[src/rtl/bnn_sequencer.sv]
// bnn_sequencer: top-level control FSM for the MNIST BNN datapath.
// Collects a 28x28 binary image from a byte stream into the 784-bit pixel
// bus. It then walks the shared layer state bus through the three layers,
// supervising each layer with a timeout and counting compute cycles.
// N_PIXELS must be an exact multiple of BYTE_W.
module bnn_sequencer #(
   parameter int N_PIXELS = 784,
   parameter int BYTE_W   = 8,
   parameter int TIMEOUT  = 4096,
   parameter int CYC_W    = 16
) (
   input  logic                clk,
   input  logic                rst_n,
   input  logic                start,
   input  logic                abort,
   input  logic [BYTE_W-1:0]   pix_in,
   input  logic                pix_valid,
   output logic                pix_ready,
   output logic [N_PIXELS-1:0] pixels,
   output logic [2:0]          state,
   input  logic                l1_done,
   input  logic                l2_done,
   input  logic                l3_done,
   output logic                busy,
   output logic                result_valid,
   output logic                error,
   output logic [CYC_W-1:0]    cycles
);

   localparam int N_BYTES = N_PIXELS / BYTE_W;
   localparam int CNT_W   = $clog2(N_BYTES + 1);
   localparam int TMR_W   = (TIMEOUT > 1) ? $clog2(TIMEOUT) : 1;
   localparam logic [CNT_W-1:0] LP_LAST_CNT = CNT_W'(N_BYTES);
   localparam logic [TMR_W-1:0] LP_TMR_LAST = TMR_W'(TIMEOUT - 1);

   // Codes are decoded directly by the layer blocks, so they are fixed.
   typedef enum logic [2:0] {
      S_IDLE    = 3'b000,
      S_LOAD    = 3'b001,
      S_LAYER_1 = 3'b010,
      S_LAYER_2 = 3'b011,
      S_LAYER_3 = 3'b100,
      S_DONE    = 3'b101
   } state_t;

   state_t              r_state;
   state_t              w_state_next;
   logic [CNT_W-1:0]    r_count;
   logic [CNT_W-1:0]    w_count_next;
   logic [TMR_W-1:0]    r_timer;
   logic                r_error;
   logic                r_busy;
   logic                r_result_valid;
   logic                r_pix_ready;
   logic [CYC_W-1:0]    r_cycles;
   logic [N_PIXELS-1:0] w_pixels;
   logic [N_PIXELS-1:0] w_shift_src;
   logic                w_accept;
   logic                w_timeout;
   logic                w_enter_load;
   logic                w_in_layer;
   logic                w_next_busy;
   logic                w_layer_done;
   logic                w_done_ok;
   logic                w_tmr_expired;

   // Route only the done input owned by the current layer; others are ignored.
   always_comb begin
      case (r_state)
         S_LAYER_1: w_layer_done = l1_done;
         S_LAYER_2: w_layer_done = l2_done;
         S_LAYER_3: w_layer_done = l3_done;
         default:   w_layer_done = 1'b0;
      endcase
   end

   assign w_in_layer    = (r_state == S_LAYER_1) || (r_state == S_LAYER_2) ||
                          (r_state == S_LAYER_3);
   // Timer is zero only in the entry cycle. A done still high from before
   // entry is therefore not taken as this layer's completion.
   assign w_done_ok     = w_layer_done && (r_timer != '0);
   assign w_tmr_expired = (r_timer == LP_TMR_LAST);

   // Next-state decision: abort beats timeout, timeout beats nothing over done.
   always_comb begin
      w_state_next = r_state;
      w_accept     = 1'b0;
      w_timeout    = 1'b0;
      if (abort) begin
         w_state_next = S_IDLE;
      end else begin
         case (r_state)
            S_IDLE: begin
               if (start) w_state_next = S_LOAD;
            end
            S_LOAD: begin
               if (r_count == LP_LAST_CNT) begin
                  w_state_next = S_LAYER_1;
               end else if (pix_valid && r_pix_ready) begin
                  w_accept = 1'b1;
               end
            end
            S_LAYER_1: begin
               if (w_done_ok) begin
                  w_state_next = S_LAYER_2;
               end else if (w_tmr_expired) begin
                  w_state_next = S_IDLE;
                  w_timeout    = 1'b1;
               end
            end
            S_LAYER_2: begin
               if (w_done_ok) begin
                  w_state_next = S_LAYER_3;
               end else if (w_tmr_expired) begin
                  w_state_next = S_IDLE;
                  w_timeout    = 1'b1;
               end
            end
            S_LAYER_3: begin
               if (w_done_ok) begin
                  w_state_next = S_DONE;
               end else if (w_tmr_expired) begin
                  w_state_next = S_IDLE;
                  w_timeout    = 1'b1;
               end
            end
            S_DONE: begin
               if (start) w_state_next = S_LOAD;
            end
            default: w_state_next = S_IDLE;
         endcase
      end
   end

   assign w_enter_load = (w_state_next == S_LOAD) && (r_state != S_LOAD);
   assign w_next_busy  = (w_state_next == S_LOAD)    || (w_state_next == S_LAYER_1) ||
                         (w_state_next == S_LAYER_2) || (w_state_next == S_LAYER_3);

   // Byte counter restarts on a new image and on abort (a dropped byte is lost).
   always_comb begin
      w_count_next = r_count;
      if (w_enter_load || abort) begin
         w_count_next = '0;
      end else if (w_accept) begin
         w_count_next = r_count + 1'b1;
      end
   end

   // FSM register with registered status outputs derived from the next state.
   always_ff @(posedge clk or negedge rst_n) begin
      if (!rst_n) begin
         r_state        <= S_IDLE;
         r_count        <= '0;
         r_timer        <= '0;
         r_error        <= 1'b0;
         r_busy         <= 1'b0;
         r_result_valid <= 1'b0;
         r_pix_ready    <= 1'b0;
         r_cycles       <= '0;
      end else begin
         r_state        <= w_state_next;
         r_count        <= w_count_next;
         r_pix_ready    <= (w_state_next == S_LOAD) && (w_count_next < LP_LAST_CNT);
         r_busy         <= w_next_busy;
         r_result_valid <= (w_state_next == S_DONE);

         if (w_state_next != r_state) begin
            r_timer <= '0;
         end else if (w_in_layer) begin
            r_timer <= r_timer + 1'b1;
         end

         if (w_enter_load) begin
            r_error <= 1'b0;
         end else if (w_timeout) begin
            r_error <= 1'b1;
         end

         if (w_enter_load) begin
            r_cycles <= '0;
         end else if (w_in_layer && (r_cycles != '1)) begin
            r_cycles <= r_cycles + 1'b1;
         end
      end
   end

   // Lane 0 takes the incoming byte; every other lane takes its lower neighbour.
   // After the last byte, the earliest byte sits in the top lane.
   assign w_shift_src = {w_pixels[N_PIXELS-BYTE_W-1:0], pix_in};

   genvar gi;
   generate
      for (gi = 0; gi < N_BYTES; gi++) begin : g_lane
         logic [BYTE_W-1:0] r_byte;

         // Shift this byte lane by one position on each accepted input byte.
         always_ff @(posedge clk or negedge rst_n) begin
            if (!rst_n) begin
               r_byte <= '0;
            end else if (w_accept) begin
               r_byte <= w_shift_src[gi*BYTE_W +: BYTE_W];
            end
         end

         assign w_pixels[gi*BYTE_W +: BYTE_W] = r_byte;
      end
   endgenerate

   assign state        = r_state;
   assign pixels       = w_pixels;
   assign pix_ready    = r_pix_ready;
   assign busy         = r_busy;
   assign result_valid = r_result_valid;
   assign error        = r_error;
   assign cycles       = r_cycles;

endmodule

[config.mk]
export PLATFORM = sky130hd
export DESIGN_NAME = bnn_sequencer
export DESIGN_NICKNAME = d
export VERILOG_FILES = /design/src/rtl/bnn_sequencer.sv
export SDC_FILE = /design/constraint.sdc
export NUM_CORES = 2
export LEC_CHECK = 0
export ABC_AREA = 1
export CORE_AREA = 2 2 321 323
export DETAILED_ROUTE_END_ITERATION = 12
export DIE_AREA = 0 0 323 325
export HOLD_SLACK_MARGIN = 0.1
export SYNTH_ARGS = -nofsm -noshare
export SYNTH_HDL_FRONTEND = slang
export SYNTH_SLANG_ARGS = --single-unit
[constraint.sdc]
create_clock -name clk -period 2.2 [get_ports clk]
set_input_delay 0.33 -clock clk [delete_from_list [all_inputs] [get_ports clk]]
set_output_delay 0.33 -clock clk [all_outputs]
set_load 0.01 [all_outputs]
Word level (Yosys, flattened, before mapping)
Cells that the tools add are included.
- register bits after elaboration: 826
- input bits: 16
- output and inout bits: 807
- logic and storage cells: 168
- add/sub/neg operators: 3
- $lt $le $gt $ge: 1
- equality and inequality tests: 15
- mux-type cells: 25
- reductions and logical operators: 18
- operators with widths (operator ; number):
    2-to-1 mux 16 bit ; 2
    2-to-1 mux 12 bit ; 2
    2-to-1 mux 3 bit ; 7
    adder 16 x 1 -> 16 bit, second input constant ; 1
    != test 16 bit, second input constant ; 1
    case mux 3 bit (5 select lines) ; 1
    2-to-1 mux 7 bit ; 2
    adder 12 x 1 -> 12 bit, second input constant ; 1
    equality test 12 bit, second input constant ; 1
    equality test 3 x 2 -> 1 bit, second input constant ; 4
    equality test 3 bit, second input constant ; 4
    nonzero test 12 bit ; 1
    2-to-1 mux 1 bit ; 10
    adder 7 x 1 -> 7 bit, second input constant ; 1
    equality test 7 bit, second input constant ; 1
    < comparator 7 bit, second input constant ; 1
    equality test 3 x 1 -> 1 bit, second input constant ; 2
    logical OR 1 bit ; 6
    nonzero test 2 bit ; 3
    logical AND 1 bit ; 5
    zero test 3 bit ; 1
    != test 3 x 1 -> 1 bit, second input constant ; 1
    != test 3 bit ; 1
    case mux 1 bit (3 select lines) ; 1
    other kinds (2) ; 2

Depth between registers and ports, before layout
- word-level depth: 12
- mapped depth: 16
- mapped depth without buffers: 16

Worst setup path before layout
Ideal clock, no wire load.
- kind: reg2reg
- start point: register r_state[2], in the netlist state[2]
- end point: register r_pix_ready, in the netlist pix_ready
- setup time: 0.121 ns
- arrival time: 1.807 ns
- data required time: 2.079 ns
- setup slack: 0.272 ns
- cell stages (with the launch flop): 13
- path buffers: 0
- clock period less this slack: 1.928 ns
- cells stage by stage: dfrtp_1 -> inv_2 -> nand2_1 -> nor2_2 -> nand3_2 -> nor2_1 -> nand2_1 -> nor2_1 -> nand2_1 -> xnor2_1 -> nand3_1 -> nor2_1 -> a21oi_1
- longest elaborated chain between the ends: 12
- elaborated cells between the ends (all ways): 27
- classes of those cells: 1 x order compare; 7 x eq/ne; 13 x mux; 6 x reduce/logical
- ends and longest elaborated chain (what ; line ; text):
    start, declared ; 46 ; state_t r_state;
    start signal, assigned ; 161 ; r_state <= w_state_next;
    equality test 3 bit / equality test 3 x 2 -> 1 bit (equally long branches) ; 69, 92 ;
    case mux 1 bit (3 select lines) ; 69 ; case (r_state)
    logical AND 1 bit ; 81 ; assign w_done_ok = w_layer_done && (r_timer != '0);
    2-to-1 mux 3 bit, on equally long branches ; 120, 104, 112 ;
    case mux 3 bit (5 select lines) ; 92 ; case (r_state)
    2-to-1 mux 3 bit ; 89 ; if (abort) begin
    equality test 3 x 1 -> 1 bit ; 135, 163 ;
    logical AND 1 bit ; 135 ; assign w_enter_load = (w_state_next == S_LOAD) && (r_state != S_LOAD);
    logical OR 1 bit ; 142 ; if (w_enter_load || abort) begin
    2-to-1 mux 7 bit ; 142 ;
    < comparator 7 bit ; 163 ; r_pix_ready <= (w_state_next == S_LOAD) && (w_count_next < LP_LAST_CNT);
    logical AND 1 bit (*) ; 163 ;
    end signal, assigned ; 163 ;
    end, declared ; 54 ; logic r_pix_ready;
Mark *: on every way between the ends. The rest lies on a longest branch, timed or not.
A chain may end at the register's enable or synchronous reset.

Final worst setup path
- start point: register g_lane[83].r_byte[6]
- end point: output port pixels[670]
- RTL lines (what ; line ; text):
    start, declared ; 194 ; logic [BYTE_W-1:0] r_byte;
    start signal, assigned ; 201 ; r_byte <= w_shift_src[gi*BYTE_W +: BYTE_W];
    end, declared ; 19 ; output logic [N_PIXELS-1:0] pixels,
No word-level cell between the ends.

==> impl_metrics.env <==
export IMPL_status="finished clean"
export IMPL_max_cap_viol_count=0
export IMPL_cts_root_buf="clkbuf_16"
export IMPL_clkTransAtPathRegs_ns=0.06
export IMPL_met3_usage_pct=6.008
export IMPL_finalPower_mw=72.27
export IMPL_met1_usage_pct=24.87
export IMPL_cts_tree="done"
export IMPL_avgSynthCellArea_um2=9.557
export IMPL_hold_path_class="input pin to flip-flop"
export IMPL_fin_nets=4162
export IMPL_antennaDiodeCount=0
export IMPL_vias=25150
export IMPL_overflow=0
export IMPL_finClkSkew_ns=0.02753
export IMPL_numCtsBuffers=92
export IMPL_row_count=117
export IMPL_tns_ns=0
export IMPL_cp_start_kind="flip-flop"
export IMPL_h_tree_depth=3
export IMPL_dr_pass1_iters=7
export IMPL_fin_crit_ns=2.133
export IMPL_cts_sinks=826
export IMPL_crit_slowest_cell="clkdlybuf4s50_1"
export IMPL_ys_ff_latch=826
export IMPL_die_h_um=325
export IMPL_ys_seq_area_share_pct=66.14
export IMPL_crit_buf_inv=1
export IMPL_worstSetupPathType="flip-flop to output pin"
export IMPL_viasPerCell=4.506
export IMPL_fin_cells=5582
export IMPL_drc=0
export IMPL_worstPathArrival_ns=1.80
export IMPL_finalSetupViolCount=0
export IMPL_drt_iter0_drc=1720
export IMPL_core_area_mm2=0.1013
export IMPL_peakVddDrop_uv=843.3
export IMPL_totalWireLength_mm=106.6
export IMPL_slew_viol_final=0
export IMPL_die_w_um=323
export IMPL_hold_viol=0
export IMPL_dieArea_mm2=0.1050
export IMPL_crit_path_max_fanout=3
export IMPL_p_leak_nw=20.57
export IMPL_synth_main_ff_cell="dfrtp_1"
export IMPL_grt_setup_unrepaired="yes"
export IMPL_synth_largest_area_cell="dfrtp_1"
export IMPL_ios=823
export IMPL_dp_cells=5403
export IMPL_grt_pass1_wl_mm=159.8
export IMPL_fillers=9722
export IMPL_grt_use_met2_pct=32.68
export IMPL_grt_pass1_vias=24770
export IMPL_antenna_found_initial=2
export IMPL_clk_latency_ns=0.67
export IMPL_final_core_util_pct=44.79
export IMPL_final_common_cell="nand2_1"
export IMPL_synth_warnings=0
export IMPL_start_util_pct=30.85
export IMPL_port_buffers=822
export IMPL_syn_nets=3291
export IMPL_holdWs_ns=0.2288
export IMPL_yosysUniqueCellTypes=36
export IMPL_synth_area_leaders="dfrtp_1 66%, o21ai_0 12%, nand2_1 11%"
export IMPL_power_density_mw_per_mm2=1593
export IMPL_dp_hpwl_mm=79.99
export IMPL_tightestPinTransition_ns=0.6265
export IMPL_slowest_delay_ns=0.67
export IMPL_final_cell_mix="904 x nand2_1, 821 x dfrtp_1, 818 x clkdlybuf4s50_1, 761 x o21ai_0, 408 x inv_1"
export IMPL_synthCells=3270
export IMPL_busiest_layer="met2"
export IMPL_ant_nets=0
export IMPL_clk_path_buf_depth=3
export IMPL_yosys_area_top_type_share_pct=66.14
export IMPL_grt_max_degree=77
export IMPL_wl_per_cell_um=19.10
export IMPL_fin_crit_sh_pct=96.95
export IMPL_grt_total_usage_pct=19.95
export IMPL_syn_area_mm2=0.03125
export IMPL_slew_headroom_pct=58.23
export IMPL_required_ns=1.87
export IMPL_critPathTopFamily="buffers and inverters"
export IMPL_path_cells="clkdlybuf4s50_1"
export IMPL_synth_edf_count=0
export IMPL_drive_above_1_share_pct=7.665
export IMPL_synth_async_sr_flop_share_pct=100.0
export IMPL_syn2layout_area_growth_pct=45.18
export IMPL_gp_congestion=0.8726
export IMPL_worst_setup_path_end_kind="output pin"
export IMPL_max_freq_mhz=468.8
[Yosys cell counts (all sizes together), types with 5 or more instances]
master / instances
nand2: 911
dfrtp: 826
o21ai: 765
inv: 419
clkbuf: 111
buf: 67
nor2: 65
nand3: 28
xor2: 18
nor3: 16
nand4: 11
a21oi: 8
ha: 5
[kinds of logic (layout without fill, tap and decap cells)]
group | count (synthesis) | after routing | synth area share [%]
AO/OA/AOI/OAI | 782 | 782 | 12.68
buffers and inverters | 597 | 1541 | 7.371
XOR/XNOR | 22 | 22 | 0.6165
AND/OR/NAND/NOR | 1038 | 1038 | 13.00
adder cells (fa/ha/maj) | 5 | 5 | 0.2002
flip-flops | 826 | 826 | 66.14
[metal layers]
metal / wire length (um) / vias to the layer above / part of all wire, %
li1: - / 12060 / -
met1: 44420 / 12180 / 42
met2: 50370 / 762 / 47
met3: 8458 / 154 / 7.9
met4: 3350 / 0 / 3.1
met5: 0 / - / 0
[tightest hold or removal path: stages]
cell and delay [ns]:
clkdlybuf4s50_1 0.39, nand2_1 0.06, o21ai_0 0.07
[area by class of cell]
type,instances,area [um^2],area share [%]
clock buffer,133,2688,5.924
clock inverter,34,515.5,1.136
inverter,419,1588,3.500
multi-input combinational,1847,8330,18.36
sequential,826,20680,45.57
tap,1368,1712,3.773
timing repair buffer,955,9862,21.74
[sequential cells by signal (all words and copies together) (netlist names)]
signal / flops
result_valid: 1
error: 1
r_count: 7
cycles: 16
busy: 1
r_timer: 12
state: 3
g_lane.r_byte: 784
pix_ready: 1
[per-stage QoR]
| stage | worst slack (ns) | cell area, um^2 |
|---|---|---|
| after CTS | -0.009705 | 45220 |
| after global placement | -0.06969 | 42000 |
| after floorplan | 0.2721 | 31250 |
| after global routing | -0.06166 | 45370 |
| after detailed placement | -0.08890 | 42000 |
| final | 0.06709 | 45370 |
[path summary, 6_finish.rpt]
kind | from | to | slack (ns) | cells past startpoint
max | g_lane[83].r_byte[6] | pixels[670] | 0.07 | 1
min | pix_in[7] | g_lane[0].r_byte[7] | 0.23 | 3
max reg2reg | state[0] | r_count[4] | 0.10 | 12
min reg2reg | g_lane[97].r_byte[3] | g_lane[97].r_byte[3] | 0.49 | 2
max in group asynchronous | rst_n | g_lane[4].r_byte[1] | 1.02 | 3
min in group asynchronous | rst_n | g_lane[91].r_byte[3] | 0.25 | 2
[what timing repair did]
item | CTS | global route
setup buffers | 0 | 11
pin swaps | 0 | 9
endpoints found under the hold margin | 73 | 0
hold buffers | 1 | 0
resized for setup | 7 | 25
endpoints found under the setup margin | 8 | 45
[where the power goes]
part | leakage (nW) | internal [mW] | total (mW) | switching [mW]
sequential | 10.3 | 22.3 | 28.6 | 6.26
clock | 1.57 | 9.72 | 16.2 | 6.43
combinational | 8.70 | 14.6 | 27.6 | 13.0
Note: power is estimated with default switching activity, not from simulation.
